File: config.mk
export PLATFORM = sky130hd
export DESIGN_NAME = mem_alu_sequencer
export DESIGN_NICKNAME = d
export VERILOG_FILES = /design/src/rtl/mem_alu_seq_pkg.sv /design/src/rtl/mem_seq_alu.sv /design/src/rtl/mem_alu_sequencer.sv
export SDC_FILE = /design/constraint.sdc
export NUM_CORES = 1
export LEC_CHECK = 0
export ABC_CLOCK_PERIOD_IN_PS = 3000
export BUFFER_PORTS_ARGS = -buffer_cell sky130_fd_sc_hd__buf_2
export CAP_MARGIN = 20
export CORE_MARGIN = 2
export CORE_UTILIZATION = 54
export DETAILED_ROUTE_END_ITERATION = 8
export GPL_ROUTABILITY_DRIVEN = 0
export PLACE_DENSITY = 0.76
export SLEW_MARGIN = 40
export SYNTH_ARGS = -nofsm -noshare
export SYNTH_HDL_FRONTEND = slang
export SYNTH_SLANG_ARGS = --single-unit
File: constraint.sdc
create_clock -name clk -period 3 [get_ports clk]
set_clock_uncertainty 0.1 [all_clocks]
set_input_delay 0.9 -clock clk [delete_from_list [all_inputs] [get_ports clk]]
set_output_delay 0.9 -clock clk [all_outputs]
set_load 0.02 [all_outputs]
File: src/rtl/mem_alu_seq_pkg.sv
// Shared types and constants for the load/compute/store sequencer.
package mem_alu_seq_pkg;

  typedef enum logic [2:0] {
    IDLE,
    RD,
    RD_WAIT,
    EXEC,
    WR,
    DONE
  } state_t;

  localparam logic [1:0] FN_ADD = 2'd0;
  localparam logic [1:0] FN_SUB = 2'd1;
  localparam logic [1:0] FN_AND = 2'd2;
  localparam logic [1:0] FN_XOR = 2'd3;

  // op_mode layout: [2] selects rotating function, [1:0] is the base function
  localparam int unsigned OPM_ROT    = 2;
  localparam int unsigned OPM_FN_LSB = 0;

endpackage

File: src/rtl/mem_seq_alu.sv
// Combinational 4-function ALU; flag is carry-out (ADD) or borrow (SUB), else 0.
module mem_seq_alu
  import mem_alu_seq_pkg::*;
#(
  parameter int unsigned DATA_W = 8
) (
  input  logic [DATA_W-1:0] a,
  input  logic [DATA_W-1:0] b,
  input  logic [1:0]        func,
  output logic [DATA_W-1:0] y,
  output logic              flag
);

  always_comb begin
    y    = '0;
    flag = 1'b0;
    case (func)
      FN_ADD:  {flag, y} = {1'b0, a} + {1'b0, b};
      FN_SUB:  {flag, y} = {1'b0, a} - {1'b0, b};
      FN_AND:  y = a & b;
      default: y = a ^ b;
    endcase
  end

endmodule

File: src/rtl/mem_alu_sequencer.sv
// Loads 2*N_OPS words from SRAM, combines each pair through the ALU and writes
// the results back starting at dst_base. All reads finish before the first write.
module mem_alu_sequencer
  import mem_alu_seq_pkg::*;
#(
  parameter int unsigned DATA_W   = 8,
  parameter int unsigned ADDR_W   = 5,
  parameter int unsigned N_OPS    = 3,
  parameter int unsigned SRAM_LAT = 1
) (
  input  logic              clk,
  input  logic              reset,
  input  logic              start,
  input  logic              abort,
  input  logic [ADDR_W-1:0] src_base,
  input  logic [ADDR_W-1:0] dst_base,
  input  logic [2:0]        op_mode,
  output logic              sram_ce,
  output logic              sram_oe,
  output logic              sram_we,
  output logic [ADDR_W-1:0] sram_addr,
  output logic [DATA_W-1:0] sram_wdata,
  input  logic [DATA_W-1:0] sram_rdata,
  output logic              busy,
  output logic              done,
  output logic              ovf
);

  localparam int unsigned NW = 2 * N_OPS;
  localparam int unsigned IW = $clog2(NW);
  localparam int unsigned CW = $clog2(NW + 1);
  localparam int unsigned KW = $clog2(N_OPS + 1);
  localparam int unsigned LW = (SRAM_LAT > 1) ? $clog2(SRAM_LAT) : 1;

  state_t              state;
  logic [CW-1:0]       i_q;
  logic [KW-1:0]       k_q;
  logic [LW-1:0]       wait_q;
  logic [ADDR_W-1:0]   src_q;
  logic [ADDR_W-1:0]   dst_q;
  logic [2:0]          op_q;
  logic [DATA_W-1:0]   rf [NW];

  logic                last_wait;
  logic [1:0]          fn;
  logic [DATA_W-1:0]   alu_y;
  logic                alu_flag;

  assign last_wait = (wait_q == LW'(SRAM_LAT - 1));
  assign fn = op_q[OPM_ROT] ? (op_q[OPM_FN_LSB +: 2] + 2'(k_q)) : op_q[OPM_FN_LSB +: 2];

  mem_seq_alu #(
    .DATA_W (DATA_W)
  ) u_alu (
    .a    (rf[IW'({k_q, 1'b0})]),
    .b    (rf[IW'({k_q, 1'b1})]),
    .func (fn),
    .y    (alu_y),
    .flag (alu_flag)
  );

  // Register file is data-only storage and deliberately left unreset.
  always_ff @(posedge clk) begin
    if (state == RD_WAIT && last_wait) begin
      rf[i_q[IW-1:0]] <= sram_rdata;
    end
  end

  always_ff @(posedge clk or posedge reset) begin
    if (reset) begin
      state      <= IDLE;
      i_q        <= '0;
      k_q        <= '0;
      wait_q     <= '0;
      src_q      <= '0;
      dst_q      <= '0;
      op_q       <= '0;
      sram_ce    <= 1'b0;
      sram_oe    <= 1'b0;
      sram_we    <= 1'b0;
      sram_addr  <= '0;
      sram_wdata <= '0;
      busy       <= 1'b0;
      done       <= 1'b0;
      ovf        <= 1'b0;
    end else begin
      // Strobes and done are single-cycle; each transition re-asserts what it needs.
      sram_ce <= 1'b0;
      sram_oe <= 1'b0;
      sram_we <= 1'b0;
      done    <= 1'b0;
      if (state != IDLE && abort) begin
        state <= IDLE;
        busy  <= 1'b0;
      end else begin
        case (state)
          IDLE: begin
            if (start) begin
              src_q     <= src_base;
              dst_q     <= dst_base;
              op_q      <= op_mode;
              ovf       <= 1'b0;
              i_q       <= '0;
              k_q       <= '0;
              busy      <= 1'b1;
              sram_ce   <= 1'b1;
              sram_oe   <= 1'b1;
              sram_addr <= src_base;
              state     <= RD;
            end
          end
          RD: begin
            wait_q <= '0;
            state  <= RD_WAIT;
          end
          RD_WAIT: begin
            if (last_wait) begin
              i_q <= i_q + CW'(1);
              if (i_q == CW'(NW - 1)) begin
                state <= EXEC;
              end else begin
                sram_ce   <= 1'b1;
                sram_oe   <= 1'b1;
                sram_addr <= src_q + ADDR_W'(i_q + CW'(1));
                state     <= RD;
              end
            end else begin
              wait_q <= wait_q + LW'(1);
            end
          end
          EXEC: begin
            sram_wdata <= alu_y;
            ovf        <= ovf | alu_flag;
            sram_ce    <= 1'b1;
            sram_we    <= 1'b1;
            sram_addr  <= dst_q + ADDR_W'(k_q);
            state      <= WR;
          end
          WR: begin
            k_q <= k_q + KW'(1);
            if (k_q == KW'(N_OPS - 1)) begin
              done  <= 1'b1;
              state <= DONE;
            end else begin
              state <= EXEC;
            end
          end
          DONE: begin
            busy  <= 1'b0;
            state <= IDLE;
          end
          default: begin
            busy  <= 1'b0;
            state <= IDLE;
          end
        endcase
      end
    end
  end

endmodule

# == Word-level counts from Yosys, hierarchy flattened ==
# Memory sizes are Yosys's and may differ from the RTL's.
# Cells that the tools add are included.
# word_totals
ff_bits,41
mem_bits_rw,48
in_bits,25
output_inout_bits,19
elab_cells,103
memories,1
# op_classes
addsub,9
eq_ne,14
n_mux,39
bitwise_logic,5
reduce_logical,20
# mem_list
name,depth,word_bits,read_ports,rd_ports_with_merged_regs,wr,line,rtl
rf,6,8,2,0,1,mem_alu_sequencer.sv:42,logic [DATA_W-1:0] rf [NW];
# op_table
operator,count
one-hot mux 8 bit (3 select lines),1
two-way mux 3 bit,6
two-way mux 1 bit,16
two-way mux 5 bit,3
one-hot mux 3 bit (5 select lines),1
one-hot mux 5 bit (3 select lines),1
one-hot mux 1 bit (2 select lines),5
adder 8 x 8 -> 9 bit,1
AND reduction 3 bit,3
subtractor 8 x 8 -> 9 bit,1
AND 8 bit,1
AND reduction 2 bit,4
nonzero test 2 bit,4
XOR 8 bit,1
"equality test 3 x 2 -> 1 bit, second input constant",2
"equality test 3 bit, second input constant",2
two-way mux 2 bit,3
"inequality test 2 bit, second input constant",3
one-hot mux 3 bit (2 select lines),1
nonzero test 3 bit,2
adder 5 x 2 -> 5 bit,1
adder 5 x 4 -> 5 bit,1
AND reduction 5 bit,1
"adder 3 x 1 -> 4 bit, second input constant",1
19 further kinds,22

# == Depth between registers and ports, before layout ==
# Gate-level depths: netlist (run 1).
# depth
ltp_word,6
ltp_mapped,14
mapped_depth_nobuf,12

# == Modules after synthesis ==
# A second synthesis (run 1) with hierarchy kept.
# hier_totals
hier_cells,431
area_unflattened_um2,4859.7
# by_module_without_submodules
mod,instances,cells_per_inst,area_per_inst_um2
mem_alu_sequencer,1,293,3856.2
mem_seq_alu,1,138,1003.5

# == Least setup slack after synthesis (run 1) ==
# OpenSTA, ideal clock, no wires.
# synth_path
kind,register to register
from,reg k_q[0]
to,reg sram_wdata[6]
setup_ns,0.082
arrival_ns,2.947
path_slack_ns,-0.129
path_stages_with_launch,14
cell_sequence,dfrtp_1 buf_2 buf_2 mux2i_1 o21ai_0 ha_1 inv_1 fa_1 nor3_1 nor3_1 o31a_1 mux2i_1 a2111o_1 a31oi_1
# synth_between
elab_chain_len,4
elab_cells_between_ends,11
cone_classes,add/sub (3); eq/ne (2); mux (2); bitwise (2); reduce/logical (1); memory (1)
# synth_lines
item,line,rtl
start: declaration,mem_alu_sequencer.sv:37,logic [KW-1:0] k_q;
start signal: assignment,mem_alu_sequencer.sv:140,k_q <= k_q + KW'(1);
branches (longest 3 deep; another with subtractor 8 x 8 -> 9 bit),-,
one-hot mux 8 bit (3 select lines) (*),mem_seq_alu.sv:17,case (func)
end signal: assignment,mem_alu_sequencer.sv:132,sram_wdata <= alu_y;
end: declaration,mem_alu_sequencer.sv:22,"output logic [DATA_W-1:0] sram_wdata,"
# Mark *: on every way between the ends.
# A chain may end at the register's enable or synchronous reset.

# == Final worst setup path (run 1) ==
# Same ends and word-level chain as after synthesis.

==> results of run 1 <==
## critical path, delay by kind of cell (launching register included)
family / cells / cell delay (ps)
AOI/OAI and AO/OA: 4 / 980
adders and majority gates: 1 / 410
buffers and inverters: 2 / 330
DFF: 1 / 460
muxes: 2 / 250
and+or+nand+nor: 2 / 280
## flip-flops by register name (all words and copies together), names as in the netlist
signal / flops
sram_wdata: 8
busy: 1
done: 1
sram_addr: 5
sram_we: 1
sram_ce: 1
sram_oe: 1
src_q: 5
k_q: 2
i_q: 3
state: 3
ovf: 1
dst_q: 5
rf: 48
op_q: 3
## cells by family after synthesis
family          share of synthesized area [%]
buf+inv                                  4.46
compound gates                           14.0
fa+ha+maj                                8.24
simple gates                             11.5
flops                                    51.2
xor+xnor                                 2.31
mux                                      8.27
## cells in the final DEF (no fill, tap or decap), drive strengths merged, types with 2 or more instances in the layout
master,instances
ha,25
o31ai,2
a2111o,2
xnor2,5
clkinv,2
a31oi,3
nor3,10
fa,4
clkbuf,14
o21ai,26
and2b,2
nor2b,6
a211o,2
a211oi,4
dfrtp,40
a21o,2
o211ai,4
or2,2
nor2,29
nand3,5
a311oi,2
o21a,12
mux2,16
nand2b,4
xor2,5
and3,3
a21oi,20
nand2,45
edfxtp,48
mux2i,21
a2111oi,2
inv,25
a22o,3
and2,3
nor4,3
a221oi,3
buf,73
## power breakdown
part	switching [mW]	internal [mW]	total [mW]
combinational	0.722	0.536	1.26
clock	0.418	0.447	0.865
sequential	0.130	1.46	1.59
total	1.27	2.44	3.71
## through the flow
step	TNS (ps)	setup slack, ps
CTS	0	42.2
floorplan	0	42.1
global route	-9.54	-5.36
finish	0	93.2
detailed placement	-7.10	-4.29
global placement	0	52.0
## cell type report
class,instances,area (um2),area share [%]
Clock inverter,2,17.5,0.321
Sequential cell,88,2440,44.8
Tap cell,108,135,2.48
Timing Repair Buffer,73,440,8.07
Clock buffer,14,203,3.71
Inverter,25,93.8,1.72
Multi-Input combinational cell,290,2130,38.9
## worst max-delay path by stage
stage                                   from                   endpoint  slack [ps]  cells past startpoint
final                     k_q[0]$_DFFE_PP0P_  sram_wdata[6]$_DFFE_PP0P_          90                     11
after global routing      k_q[0]$_DFFE_PP0P_  sram_wdata[7]$_DFFE_PP0P_          -5                     12
after CTS                 k_q[0]$_DFFE_PP0P_  sram_wdata[6]$_DFFE_PP0P_          40                     12
after detailed placement  k_q[0]$_DFFE_PP0P_  sram_wdata[6]$_DFFE_PP0P_          -4                     12
after global placement    k_q[0]$_DFFE_PP0P_  sram_wdata[7]$_DFFE_PP0P_          50                     10
after floorplan           k_q[0]$_DFFE_PP0P_  sram_wdata[6]$_DFFE_PP0P_          40                     14
## routing by layer
layer / track usage, % / vias up
met4: 7.26 / 0
li1: - / 1657
met3: 3.01 / 13
met2: 33.9 / 66
met1: 29.7 / 1612
met5: 0 / -
## repair_timing
item,4_1_cts,5_1_grt
setup buffers,0,4
resized for setup,1,5
setup endpoints to repair,2,2
pin swaps,0,2
hold endpoints to repair,0,0
==> results by group, run 1 <==
Status
  – Status: finished, final reports clean

Timing
  – Final Max Slew Viols: 0
  – Final setup vio count: 0
  – Worst relative slew slack: around three fifths
  – Period utilisation layout: 96.9%
  – Min Tclk post-route: 2910 ps
  – Min Hold Slack: ~380 ps
  – Max Fclk: between 0.3 and 0.4 GHz
  – Final Hold Viols: 0
  – Worst Tran Pin Value: slightly above 600 ps

Cells and area
  – Finished Cell Area: between 5000 and 6000 um2
  – Layout area overhead: 14.5%
  – Layout cells sized above 1: between 20% and 30%
  – Number of fill cells: between 600 and 700
  – Nets: ~540
  – Util after Layout: 63.2%
  – Final std cells w/o fill: 600
  – Diodes inserted: 0

Synth
  – Synth Area per Inst: between 10 and 15 um2
  – Yosys reg bits: 88
  – Synth Cell Area: 4770 um2
  – Yosys cell types: 67
  – Synth area leaders: edfxtp_1, dfrtp_1, ha_1
  – Commonest cells in the netlist: edfxtp_1, nand2_1, dfrtp_1
  – Most numerous cell in the Yosys netlist: edfxtp_1
  – Post-synth top area cell: edfxtp_1
  – Post-synth EDFFs: 48
  – Ys flop type: edfxtp_1
  – Syn. warnings: 0
  – Syn Inst Count: approximately 430
  – Post-Syn Nets: 480
  – Post-synth top area share: 30.2%
  – Sequential-to-total area share from yosys stat: 51.2%
  – FFs w/ async S/R, synth: roughly 45%

Worst setup path
  – Critical path launch point type: register
  – Critical-path top delay cell: dfrtp_2
  – Reg2reg start: k_q[0]$_DFFE_PP0P_
  – Crit end category: register
  – Critical path cell sequence: buf_4, mux2i_1, o21a_1, buf_4, fa_2, nor3_2, nor3_1, o31a_1, mux2i_1, a2111o_1, a31oi_1
  – Worst R2R End: sram_wdata[6]$_DFFE_PP0P_
  – Crit Path Max Fanout: 6
  – FF-to-FF path depth: 11
  – CP arrival: roughly 3000 ps
  – CP required: 3170 ps
  – Worst Setup Path Type: reg2reg
  – R2R setup slack: between 90 and 100 ps
  – Largest stage delay on the critical path: ~460 ps

Routing
  – Post-Route WL: ~9500 um
  – Antenna Nets Post-Route: 0
  – Detailed Routing Iterations Pass 1: 4
  – DR WL/cell: between 15 and 20 um
  – 1st-iter DRT viols: between 100 and 150
  – DR WL met2: 4580 um
  – Vias post-DR: 3348
  – Remaining DRCs: 0
  – Met1 wire length: ~4500 um
  – Met3 routed WL: 312 um
  – Top Metal Used: met4
  – Vias per cell: between 5 and 6

Floorplan
  – IO Pins: between 40 and 50
  – Num rows: 34
  – Die width: a little under 100 um
  – Die H: around 100 um
  – Initial Utilization: 55.2%
  – Die area: between 9000 and 10000 um2
  – Core ar.: between 8000 and 9000 um2

Power and ir drop
  – Power per cell area: slightly below 700 nW/um2
  – Tot Pwr: between 3 and 4 mW
  – Peak supply drop: between 0.4 and 0.5 mV
  – Static Leakage: around 2.3 nW

Placement
  – HPWL after detailed placement: roughly 6900 um
  – Port bufs: between 40 and 50
  – DP Area: between 5000 and 6000 um2
  – Placed Cells incl. Taps: between 500 and 600

CTS
  – Clock buffer depth: 2
  – Post-cts hold buffer count: 0
  – Worst skew pair latency: approximately 360 ps
  – TritonCTS clock tree: done
  – Clk root buf: clkbuf_8
  – CTS buffer count: 9
  – Max H-tree Level: 3
  – CTS sink cnt: ~90
  – Worst-path clk slew: roughly 90 ps

Min path
  – Hold crit path type: reg2reg
  – Hold depth: 2
  – HP Start: sram_wdata[5]$_DFFE_PP0P_
  – Endpoint, Worst Hold: sram_wdata[5]$_DFFE_PP0P_

Global route
  – Vias in the first global route: 3342
  – First-pass GRT wire length: ~16000 um
  – GRT Total Usage: around a fifth
  – Antenna violations before repair: 0
  – Congestion Overflow GR: 0
  – Pin count of the biggest net entering global routing: approximately 40

Flow run
  – Max-cap viol count: 0
No activity file was read; power rests on OpenSTA's default activity.
==> run 2, diff against run 1 <==
ABC_AREA = 1   (was unset)
SKIP_CTS_REPAIR_TIMING = 1   (was unset)
==> results by group, run 2 <==
Worst setup path
  – FF-to-FF path depth: 16 (was 11)
  – Largest stage delay on the critical path: 460 ps (about the same)
  – Worst R2R End: sram_wdata[5]$_DFFE_PP0P_ (was sram_wdata[6]$_DFFE_PP0P_)
  – CP most frequent cell: nand2_1
  – CP arrival: 2850 ps (was 3080 ps)
  – Worst Setup Path Type: reg2reg (unchanged)
  – Buf/Inv on CP: 3 (was 2)
  – CP required: 3160 ps (was 3170 ps)
  – Crit Path Max Fanout: 16 (was 6)
  – Critical path cell sequence: buf_4, or2_2, o211ai_1, o21ai_0, inv_1, ha_1, inv_1, a21oi_1, nand2_1, nand2_1, nand2_1, nand2_1, nand3_1, nand3_1, nand2_1, nand2_1 (was buf_4, mux2i_1, o21a_1, buf_4, fa_2, nor3_2, nor3_1, o31a_1, mux2i_1, a2111o_1, a31oi_1)
  – Critical path launch point type: register (unchanged)
  – Crit end category: register (unchanged)
  – Crit path max-delay family: simple AND/OR/NAND/NOR gates (was compound AO/OA/AOI/OAI gates)
  – Reg2reg start: k_q[0]$_DFFE_PP0P_ (unchanged)
  – R2R setup slack: 310 ps (was 90 ps)
  – Critical-path top delay cell: dfrtp_2 (unchanged)

Min path
  – Hold depth: 2 (unchanged)
  – HP Start: sram_wdata[3]$_DFFE_PP0P_ (was sram_wdata[5]$_DFFE_PP0P_)
  – Endpoint, Worst Hold: sram_wdata[3]$_DFFE_PP0P_ (was sram_wdata[5]$_DFFE_PP0P_)
  – Hold crit path type: reg2reg (unchanged)

Cells and area
  – Nets: 663 (was 541)
  – Final std cells w/o fill: 722 (was 600)
  – Number of fill cells: 694 (was 679)
  – Layout cells sized above 1: 16.8% (was 24.8%)
  – Diodes inserted: 0 (unchanged)
  – Most common cell after layout, fill and taps aside: nand2_1 (was edfxtp_1)
  – Most frequent cells in the layout: nand2_1, inv_1, edfxtp_1, buf_2, nand3_1 (was edfxtp_1, nand2_1, buf_2, dfrtp_1, buf_4)
  – Layout area overhead: 11.3% (was 14.5%)
  – Area occupied by multi-input gates: 2030 um2 (was 2130 um2)
  – Register area: 2440 um2 (unchanged)
  – Max reg flops: 48 (unchanged)

CTS
  – Clock buffer depth: 2 (unchanged)
  – TritonCTS clock tree: done (unchanged)
  – CTS buffer count: 9 (unchanged)
  – Worst-path clk slew: 90 ps (about the same)
  – Worst skew pair latency: 350 ps (was 360 ps)
  – Max H-tree Level: 3 (unchanged)
  – CTS sink cnt: 88 (unchanged)
  – Clk root buf: clkbuf_8 (unchanged)

Synth
  – Post-synth top area cell: edfxtp_1 (unchanged)
  – Synth Area per Inst: 8.71 um2 (was 11.2 um2)
  – Sequential-to-total area share from yosys stat: 50.1% (was 51.2%)
  – Syn. warnings: 0 (unchanged)
  – Post-Syn Nets: 614 (was 480)
  – Synth area leaders: edfxtp_1, dfrtp_1, nand2_1 (was edfxtp_1, dfrtp_1, ha_1)
  – Syn Inst Count: 560 (was 426)
  – Most numerous cell in the Yosys netlist: nand2_1 (was edfxtp_1)
  – Post-synth top area share: 29.6% (was 30.2%)
  – Synth Cell Area: 4880 um2 (was 4770 um2)
  – Yosys reg bits: 88 (unchanged)
  – Commonest cells in the netlist: nand2_1, inv_1, edfxtp_1 (was edfxtp_1, nand2_1, dfrtp_1)
  – FFs w/ async S/R, synth: 45.5% (unchanged)
  – Post-synth EDFFs: 48 (unchanged)
  – Yosys cell types: 39 (was 67)
  – Ys flop type: edfxtp_1 (unchanged)

Floorplan
  – Core ar.: 8720 um2 (was 8640 um2)
  – Initial Utilization: 55.9% (was 55.2%)
  – Die width: 99.0 um (was 97.9 um)
  – Die H: 99.0 um (was 97.9 um)
  – Num rows: 34 (unchanged)
  – Die area: 9810 um2 (was 9590 um2)
  – IO Pins: 44 (unchanged)

Timing
  – Worst Tran Pin Value: 616 ps (was 605 ps)
  – Max Fclk: 0.372 GHz (was 0.344 GHz)
  – Final setup vio count: 0 (unchanged)
  – Final Max Slew Viols: 0 (unchanged)
  – Worst relative slew slack: 58.9% (was 59.7%)
  – Setup TNS: 0 ps (unchanged)
  – Min Tclk post-route: 2690 ps (was 2910 ps)
  – Final Hold Viols: 0 (unchanged)
  – RSZ-0062 raised after global routing: false
  – Period utilisation layout: 89.6% (was 96.9%)

Global route
  – First-pass GRT wire length: 17700 um (was 16300 um)
  – Congestion Overflow GR: 0 (unchanged)
  – Vias in the first global route: 3836 (was 3342)
  – GRT Total Usage: 22.8% (was 21.1%)
  – Antenna violations before repair: 0 (unchanged)
  – Pin count of the biggest net entering global routing: 41 (unchanged)

Placement
  – Placed Cells incl. Taps: 706 (was 580)
  – Port bufs: 43 (unchanged)
  – HPWL after detailed placement: 7750 um (was 6850 um)

Power and ir drop
  – Power per cell area: 969 nW/um2 (was 680 nW/um2)
  – Static Leakage: 2.63 nW (was 2.30 nW)
  – Tot Pwr: 5.26 mW (was 3.71 mW)
  – Peak supply drop: 0.443 mV (was 0.404 mV)

Flow run
  – Max-cap viol count: 0 (unchanged)

Routing
  – Antenna Nets Post-Route: 0 (unchanged)
  – DR WL/cell: 14.3 um (was 15.9 um)
  – Remaining DRCs: 0 (unchanged)
  – Vias per cell: 5.36 (was 5.58)
  – Post-Route WL: 10300 um (was 9530 um)
  – Detailed Routing Iterations Pass 1: 5 (was 4)
  – Vias post-DR: 3872 (was 3348)
  – 1st-iter DRT viols: 179 (was 140)

Status
  – Status: finished, final reports clean (unchanged)
run 2: cells by family (layout without fill, tap and decap cells):
kind of cell | after synthesis | in the layout | share of synthesized area (%)
XOR/XNOR | 1 | 1 | 0.180
flip-flops | 88 | 88 | 50.1
AND/OR/NAND/NOR | 259 | 259 | 23.6
AO/OA/AOI/OAI | 85 | 85 | 9.83
buffers and inverters | 98 | 152 | 8.24
adder cells (fa/ha/maj) | 29 | 29 | 8.06
run 2: routing by layer:
metal | share of wire [%] | GRT usage, % | wire length, um | up-vias
met5 | 0 | 0 | 0 | -
met4 | 2.1 | 10.7 | 220 | 0
met3 | 5.9 | 3.48 | 609 | 27
met2 | 49 | 36.4 | 5030 | 131
met1 | 43 | 30.7 | 4450 | 1788
li1 | - | - | - | 1926
run 2: area by class of cell:
class                   instances  area share, %
well taps                     108           2.49
clock buffers                  14           3.60
flip-flops and latches         88           45.0
repair buffers                 53           5.35
clock inverters                 2          0.323
inverters                      83           5.81
multi-input cells             374           37.4
run 2: how the worst max path moves through the flow:
stage	slack, ps	to	from	cells after the start
finish	310	sram_wdata[5]$_DFFE_PP0P_	k_q[0]$_DFFE_PP0P_	16
global route	70	sram_wdata[7]$_DFFE_PP0P_	k_q[0]$_DFFE_PP0P_	16
CTS	310	sram_wdata[5]$_DFFE_PP0P_	k_q[0]$_DFFE_PP0P_	16
detailed placement	330	sram_wdata[5]$_DFFE_PP0P_	k_q[0]$_DFFE_PP0P_	16
global placement	420	sram_wdata[5]$_DFFE_PP0P_	k_q[0]$_DFFE_PP0P_	16
floorplan	410	sram_wdata[6]$_DFFE_PP0P_	k_q[1]$_DFFE_PP0P_	18
run 2: through the flow:
stage	area [um2]	hold WS, ps	utilization [%]	setup WS (ps)
after floorplan	4880	353	-	411
after global placement	5220	359	59.8	415
after detailed placement	5220	361	59.8	332
after CTS	5430	385	62.2	306
after global routing	5430	408	62.3	70.0
final	5430	381	62.3	311
run 2: power by group:
group | internal, mW | switching (mW) | total, mW
Clock | 0.431 | 0.408 | 0.838
Sequential | 1.53 | 0.170 | 1.70
Combinational | 0.924 | 1.80 | 2.72
Total | 2.88 | 2.38 | 5.26
run 2: worst reg2reg max path, cell delays in order, from the launching register on:
cell	delay, ps
dfrtp_2	460
buf_4	210
or2_2	300
o211ai_1	80
o21ai_0	180
inv_1	100
ha_1	300
inv_1	180
a21oi_1	100
nand2_1	140
nand2_1	100
nand2_1	70
nand2_1	40
nand3_1	60
nand3_1	70
nand2_1	70
nand2_1	40
